File: config.mk
export PLATFORM = sky130hd
export DESIGN_NAME = mul8_err_monitor
export DESIGN_NICKNAME = d
export VERILOG_FILES = /design/src/rtl/mul8_char_pkg.sv /design/src/rtl/mul8_err_acc.sv /design/src/rtl/mul8_err_monitor.sv
export SDC_FILE = /design/constraint.sdc
export NUM_CORES = 1
export LEC_CHECK = 0
export BUFFER_PORTS_ARGS = -buffer_cell sky130_fd_sc_hd__buf_2
export CORE_ASPECT_RATIO = 0.8
export CORE_UTILIZATION = 30
export DETAILED_ROUTE_END_ITERATION = 10
export PLACE_DENSITY = 0.57
export SYNTH_ARGS = -nofsm -noshare
export SYNTH_HDL_FRONTEND = slang
export SYNTH_HIERARCHICAL = 1
export SYNTH_SLANG_ARGS = --single-unit
File: constraint.sdc
create_clock -name CLK -period 13.5 [get_ports CLK]
set_clock_uncertainty 0.2 [all_clocks]
set_input_delay 1.35 -clock CLK [delete_from_list [all_inputs] [get_ports CLK]]
set_output_delay 1.35 -clock CLK [all_outputs]
set_load 0.02 [all_outputs]
File: src/rtl/mul8_char_pkg.sv
// -----------------------------------------------------------------------------
// mul8_char_pkg
// Shared definitions for the approximate-multiplier characterisation stage:
// default operand width, sweep FSM states, accumulator widths and a 16-bit
// population count used for the Hamming-distance statistic.
// -----------------------------------------------------------------------------
package mul8_char_pkg;

  // Default operand width; product is twice this wide.
  localparam int OW_DEF = 8;

  // ERR_SUM is fixed at 32 bits: 65536 * 65535 still fits for OW = 8.
  localparam int ERR_SUM_W = 32;
  // ERR_CNT needs one bit beyond the product width to hold 2^(2*OW).
  localparam int ERR_CNT_EXTRA_W = 1;
  // HD_SUM needs five bits beyond the product width (up to 16 per pair).
  localparam int HD_SUM_EXTRA_W = 5;

  typedef enum logic [1:0] {
    ST_IDLE  = 2'd0,
    ST_RUN   = 2'd1,
    ST_DRAIN = 2'd2,
    ST_DONE  = 2'd3
  } state_e;

  function automatic logic [4:0] popcount16(input logic [15:0] x);
    logic [4:0] n;
    n = '0;
    for (int i = 0; i < 16; i++) begin
      n = n + {4'd0, x[i]};
    end
    return n;
  endfunction

endpackage : mul8_char_pkg

File: src/rtl/mul8_err_acc.sv
// -----------------------------------------------------------------------------
// mul8_err_acc
// Error datapath behind the S1 operand/product register: computes the exact
// product, absolute error, Hamming distance and mismatch flag into S2, then
// accumulates them into the running statistics.
//
// Ports
//   clk_i        clock
//   rst_ni       synchronous active-low reset
//   clear_i      start-of-sweep clear (same effect as reset on this block)
//   v1_i         S1 valid
//   a_i, b_i     S1 operands
//   o_i          S1 approximate product
//   err_sum_o    sum of absolute errors
//   err_max_o    largest absolute error seen
//   err_max_a_o  A of the first pair reaching err_max_o
//   err_max_b_o  B of the first pair reaching err_max_o
//   err_cnt_o    number of pairs with a non-zero error
//   hd_sum_o     sum of Hamming distances
// -----------------------------------------------------------------------------
module mul8_err_acc
  import mul8_char_pkg::*;
#(
  parameter int OW = OW_DEF
) (
  input  logic                          clk_i,
  input  logic                          rst_ni,
  input  logic                          clear_i,
  input  logic                          v1_i,
  input  logic [OW-1:0]                 a_i,
  input  logic [OW-1:0]                 b_i,
  input  logic [2*OW-1:0]               o_i,
  output logic [ERR_SUM_W-1:0]          err_sum_o,
  output logic [2*OW-1:0]               err_max_o,
  output logic [OW-1:0]                 err_max_a_o,
  output logic [OW-1:0]                 err_max_b_o,
  output logic [2*OW+ERR_CNT_EXTRA_W-1:0] err_cnt_o,
  output logic [2*OW+HD_SUM_EXTRA_W-1:0]  hd_sum_o
);

  localparam int PW    = 2 * OW;
  localparam int CNT_W = PW + ERR_CNT_EXTRA_W;
  localparam int HD_W  = PW + HD_SUM_EXTRA_W;

  // S2 next-state values
  logic [PW-1:0] exact_d;
  logic [PW-1:0] aerr_d;
  logic [4:0]    hd_d;
  logic          ne_d;

  // S2 registers
  logic          v2_q;
  logic [PW-1:0] aerr_q;
  logic [4:0]    hd_q;
  logic          ne_q;
  logic [OW-1:0] a2_q;
  logic [OW-1:0] b2_q;

  // Accumulators
  logic [ERR_SUM_W-1:0] err_sum_q;
  logic [PW-1:0]        err_max_q;
  logic [OW-1:0]        err_max_a_q;
  logic [OW-1:0]        err_max_b_q;
  logic [CNT_W-1:0]     err_cnt_q;
  logic [HD_W-1:0]      hd_sum_q;

  // NOTE: every variable assigned in an always_comb gets a value on every
  // path; here that holds trivially, and it is what keeps latches out.
  always_comb begin
    exact_d = PW'(a_i) * PW'(b_i);
    aerr_d  = (exact_d >= o_i) ? (exact_d - o_i) : (o_i - exact_d);
    // Product width never exceeds 16 bits for the supported OW range.
    hd_d    = popcount16(16'(exact_d ^ o_i));
    ne_d    = (aerr_d != '0);
  end

  // NOTE: reset is sampled on the clock edge, and the start-of-sweep clear
  // shares that branch so a new sweep begins from exactly the reset state.
  always_ff @(posedge clk_i) begin
    if (!rst_ni || clear_i) begin
      v2_q        <= 1'b0;
      aerr_q      <= '0;
      hd_q        <= '0;
      ne_q        <= 1'b0;
      a2_q        <= '0;
      b2_q        <= '0;
      err_sum_q   <= '0;
      err_max_q   <= '0;
      err_max_a_q <= '0;
      err_max_b_q <= '0;
      err_cnt_q   <= '0;
      hd_sum_q    <= '0;
    end else begin
      v2_q   <= v1_i;
      aerr_q <= aerr_d;
      hd_q   <= hd_d;
      ne_q   <= ne_d;
      a2_q   <= a_i;
      b2_q   <= b_i;
      if (v2_q) begin
        err_sum_q <= err_sum_q + ERR_SUM_W'(aerr_q);
        err_cnt_q <= err_cnt_q + CNT_W'(ne_q);
        hd_sum_q  <= hd_sum_q + HD_W'(hd_q);
        // Strictly greater: on a tie the earlier pair in sweep order stays.
        if (aerr_q > err_max_q) begin
          err_max_q   <= aerr_q;
          err_max_a_q <= a2_q;
          err_max_b_q <= b2_q;
        end
      end
    end
  end

  assign err_sum_o   = err_sum_q;
  assign err_max_o   = err_max_q;
  assign err_max_a_o = err_max_a_q;
  assign err_max_b_o = err_max_b_q;
  assign err_cnt_o   = err_cnt_q;
  assign hd_sum_o    = hd_sum_q;

endmodule : mul8_err_acc

File: src/rtl/mul8_err_monitor.sv
// -----------------------------------------------------------------------------
// mul8_err_monitor
// Exhaustive characterisation wrapper for a combinational OWxOW approximate
// multiplier. Sweeps every operand pair (B-major, A-minor), registers each
// returned product with its operands (S1) and hands them to mul8_err_acc,
// which builds the error statistics.
//
// Ports
//   CLK          clock
//   RST_N        synchronous active-low reset
//   START        begin a sweep (honoured in IDLE or DONE only)
//   A_OUT/B_OUT  operands to the multiplier (low/high half of the counter)
//   O_IN         approximate product for A_OUT/B_OUT, same cycle
//   BUSY         sweep or pipeline drain in progress
//   DONE         sweep complete, statistics final and held
//   ERR_SUM, ERR_MAX, ERR_MAX_A, ERR_MAX_B, ERR_CNT, HD_SUM  statistics
// -----------------------------------------------------------------------------
module mul8_err_monitor
  import mul8_char_pkg::*;
#(
  parameter int OW = OW_DEF
) (
  input  logic                            CLK,
  input  logic                            RST_N,
  input  logic                            START,
  output logic [OW-1:0]                   A_OUT,
  output logic [OW-1:0]                   B_OUT,
  input  logic [2*OW-1:0]                 O_IN,
  output logic                            BUSY,
  output logic                            DONE,
  output logic [ERR_SUM_W-1:0]            ERR_SUM,
  output logic [2*OW-1:0]                 ERR_MAX,
  output logic [OW-1:0]                   ERR_MAX_A,
  output logic [OW-1:0]                   ERR_MAX_B,
  output logic [2*OW+ERR_CNT_EXTRA_W-1:0] ERR_CNT,
  output logic [2*OW+HD_SUM_EXTRA_W-1:0]  HD_SUM
);

  localparam int PW = 2 * OW;

  state_e        state_q, state_d;
  logic [PW-1:0] cnt_q, cnt_d;
  logic          drain_q, drain_d;   // second DRAIN cycle marker
  logic          start_ok;

  // S1 stage
  logic          v1_q;
  logic [OW-1:0] a1_q;
  logic [OW-1:0] b1_q;
  logic [PW-1:0] o1_q;

  assign start_ok = START && ((state_q == ST_IDLE) || (state_q == ST_DONE));

  always_comb begin
    state_d = state_q;
    cnt_d   = cnt_q;
    drain_d = drain_q;
    case (state_q)
      ST_IDLE, ST_DONE: begin
        if (START) begin
          state_d = ST_RUN;
          cnt_d   = '0;
        end
      end
      ST_RUN: begin
        cnt_d = cnt_q + 1'b1;
        if (cnt_q == {PW{1'b1}}) begin
          state_d = ST_DRAIN;
          drain_d = 1'b0;
        end
      end
      ST_DRAIN: begin
        // Two cycles: one for S2 to fill, one for the accumulate.
        drain_d = 1'b1;
        if (drain_q) begin
          state_d = ST_DONE;
        end
      end
      default: state_d = ST_IDLE;
    endcase
  end

  // NOTE: sequential state uses non-blocking assignments so every register
  // samples the pre-edge values of the others.
  always_ff @(posedge CLK) begin
    if (!RST_N) begin
      state_q <= ST_IDLE;
      cnt_q   <= '0;
      drain_q <= 1'b0;
      v1_q    <= 1'b0;
      a1_q    <= '0;
      b1_q    <= '0;
      o1_q    <= '0;
    end else begin
      state_q <= state_d;
      cnt_q   <= cnt_d;
      drain_q <= drain_d;
      // Only pairs presented while in RUN are real sweep points; the
      // START-sampling edge sees IDLE/DONE, so this also clears v1.
      v1_q    <= (state_q == ST_RUN);
      a1_q    <= A_OUT;
      b1_q    <= B_OUT;
      o1_q    <= O_IN;
    end
  end

  assign A_OUT = cnt_q[OW-1:0];
  assign B_OUT = cnt_q[PW-1:OW];
  assign BUSY  = (state_q == ST_RUN) || (state_q == ST_DRAIN);
  assign DONE  = (state_q == ST_DONE);

  mul8_err_acc #(
    .OW (OW)
  ) u_acc (
    .clk_i       (CLK),
    .rst_ni      (RST_N),
    .clear_i     (start_ok),
    .v1_i        (v1_q),
    .a_i         (a1_q),
    .b_i         (b1_q),
    .o_i         (o1_q),
    .err_sum_o   (ERR_SUM),
    .err_max_o   (ERR_MAX),
    .err_max_a_o (ERR_MAX_A),
    .err_max_b_o (ERR_MAX_B),
    .err_cnt_o   (ERR_CNT),
    .hd_sum_o    (HD_SUM)
  );

endmodule : mul8_err_monitor

==> out/results.txt <==
Input/output buffers = 138
Initial Util = 30.5%
DRC = 0
CP arrival = 8420 ps
Total grt overflow = 0
CP max stage delay = 570 ps
Clock power frac = 34.2%
Clk Latency, worst-skew pair = 450 ps
Initial antenna violation count = 3
Final setup vio count = 0
Hold_buf cts = 0
Most frequent cells in the layout = 192 x dfxtp_1, 152 x inv_1, 138 x buf_2
Kind of critical path = register to register
# clock sinks = 193
Tightest Pin Transition = 1180 ps
Cell mode on critical path = fa_1
Global-route wire length before repair = 48.0 mm
Num ports = 139
Post-layout util = 35.1%
Status = completed
Syn_nets = 1570
Share of post-route cells with drive strength above 1 = 12.8%
Final setup TNS = 0 ps
CTS tree = done
Row count = 65
DP Wirelength = 22.9 mm
Int Power = 0.000950 W
Fin nets = 1683
CTS root buffer = clkbuf_16
Final Hold Fails = 0
RD Place Congestion = 0.896
Total power = 0.00144 W
Final WL = 29.6 mm
#FFs+latches synth = 193
Worst-path clk slew = 80 ps
Pwr dens = 104 nW/um^2
Worst path bufs/invs = 8
Layout area overhead = 14.8%
Min-delay src = u_acc/a2_q[3]
Pleak = 6.16 nW
Switching part of the total power = 34.0%
Cell area after synthesis = 12100 um^2
CTS HTree Levels = 4
Resize count post-CTS = 0
Avg Inst Size Synth = 8.73 um^2
Die W = 227 um
Max-slew headroom = 21.2%
Peak supply drop = 0.0000860 V
FMAX = 122 MHz
Reg power frac = 42.7%
CP startpoint = b1_q[7]
Critical Path Source Type = register
Share of the synthesized area in the top cell type = 31.9%
Fin crit period = 8220 ps
Yosys warns = 6
Worst path slowest cell = fa_1
Main area contributors after synthesis = dfxtp_1 32%, ha_1 12%, fa_1 8.3%
Worst hold margin = 248 ps
Commonest non-fill, non-tap cell in the layout = dfxtp_1
Tcrit/Tclk final = 60.9%
GRT Total Usage = 14.7%
Core Box Area = 39600 um^2
Slew Viols, Final = 0
Logic pwr share = 23.2%
Sw Pwr = 0.000489 W
Area leader, netlist = dfxtp_1
Top Family by Delay on Critical Path = adder cells
Syn Inst Count = 1385
Post-synth EDFFs = 0
Sequential area share after synthesis = 31.9%
Iteration-0 DRC Markers = 632
Via density = 4.75
Vias in the first global route = 9171
Routed via count = 9729
Die H = 182 um
Pre-Repair DR Iteration Count = 6
CP endpoint kind = register
Main flop type after synthesis = dfxtp_1
Ys async rst share = 0%
Post-CTS repair timing setup buffer count = 0
Largest net degree at the start of global routing = 66
Detail Route Antenna Nets = 0
CP Data Required Time = 13700 ps
Total Die Area = 41100 um^2
RSZ-0062 raised after global routing = no
Crit-path max FO = 9
Worst r2r src = b1_q[7]
Clock buffer depth = 2
Yosys cell types = 60
Wire per inst = 14.5 um
Cts bufs inserted = 17
Max Cap Viol = 0
Hold crit path type = register to register
-- worst reg2reg max path: cells and delay by family, from the launching register on --
| family | cells | cell delay (ps) |
|---|---|---|
| and+or+nand+nor | 3 | 370 |
| xor gates and xnor gates | 1 | 170 |
| AOI/OAI and AO/OA | 6 | 1220 |
| buffers and inverters | 8 | 450 |
| DFF | 1 | 480 |
| adders and majority gates | 12 | 5300 |
-- sequential cells by signal, summed over array words and instances, names as in the netlist, 16 cells and up --
register	flops
u_acc/err_sum_o	32
u_acc/hd_sum_o	21
u_acc/err_cnt_o	17
cnt_q	16
o1_q	16
u_acc/aerr_q	16
u_acc/err_max_o	16
-- area by class of cell --
class	instances	area, um^2
clock buffer	18	439
tap	536	671
clock inverter	14	126
multi-input combinational	989	7470
antenna	1	2.50
inverter	152	571
timing repair buffer	145	743
fill	4092	25700
sequential	193	3860
-- final timing paths --
check	endpoint	slack (ps)	depth (start not counted)
setup reg to reg	u_acc/hd_q[4]	5280	30
hold reg to reg	u_acc/err_max_a_o[3]	250	2
setup / recovery	u_acc/hd_q[4]	5280	30
hold / removal	u_acc/err_max_a_o[3]	250	2
-- cells by family after synthesis --
family / count (synthesis) / share of synthesized area (%)
flip-flops: 193 / 31.9
adder cells (fa/ha/maj): 166 / 20.3
buffers and inverters: 203 / 6.46
AND/OR/NAND/NOR: 446 / 19.3
multiplexers: 28 / 2.37
XOR/XNOR: 89 / 6.44
AO/OA/AOI/OAI: 260 / 13.2
-- metal layers --
metal | global-route usage, % | vias up | routed length [um]
li1 | - | 4869 | -
met1 | 20.7 | 4644 | 14800
met2 | 22.2 | 189 | 13000
met3 | 3.43 | 25 | 1370
met4 | 3.97 | 2 | 437
met5 | 0 | - | 17
-- per-stage QoR --
step	cells	worst slack (ps)	area [um^2]
global route	2048	4840	13900
CTS	2047	5290	13900
detailed placement	2015	5320	13300
floorplan	1385	5820	12100
finish	2048	5280	13900
global placement	2015	5440	13300
-- power by group through the flow --
stage | sequential, W | clock, W | combinational [W]
finish | 0.000614 | 0.000491 | 0.000334
global route | 0.000617 | 0.000537 | 0.000374
detailed placement | 0.000628 | 0 | 0.000333
CTS | 0.000614 | 0.000513 | 0.000335
global placement | 0.000628 | 0 | 0.000328
floorplan | 0.000621 | 0 | 0.000245
-- synthesized netlist by cell type, types with 3 or more instances --
| cell type | count |
|---|---|
| o31ai_1 | 5 |
| a211oi_1 | 8 |
| nor2_1 | 110 |
| a21boi_0 | 6 |
| mux2i_1 | 25 |
| nor3b_1 | 3 |
| o41ai_1 | 5 |
| clkbuf_1 | 42 |
| o21bai_1 | 8 |
| xnor2_1 | 54 |
| nand2b_1 | 8 |
| ha_1 | 116 |
| o21ai_0 | 66 |
| nand2_1 | 66 |
| nand3_1 | 54 |
| o221a_2 | 3 |
| and4_1 | 6 |
| buf_2 | 4 |
| xor2_1 | 35 |
| and2_1 | 107 |
| a21oi_1 | 98 |
| nor4_1 | 3 |
| a21o_1 | 28 |
| dfxtp_1 | 193 |
| and3_1 | 15 |
| buf_1 | 3 |
| a31oi_1 | 7 |
| a221o_1 | 4 |
| o21a_1 | 7 |
| nand4_1 | 16 |
| nor3_1 | 14 |
| fa_1 | 50 |
| nor2b_1 | 20 |
| inv_1 | 152 |
| or3_1 | 11 |
Power figures use the tool's default switching activity.
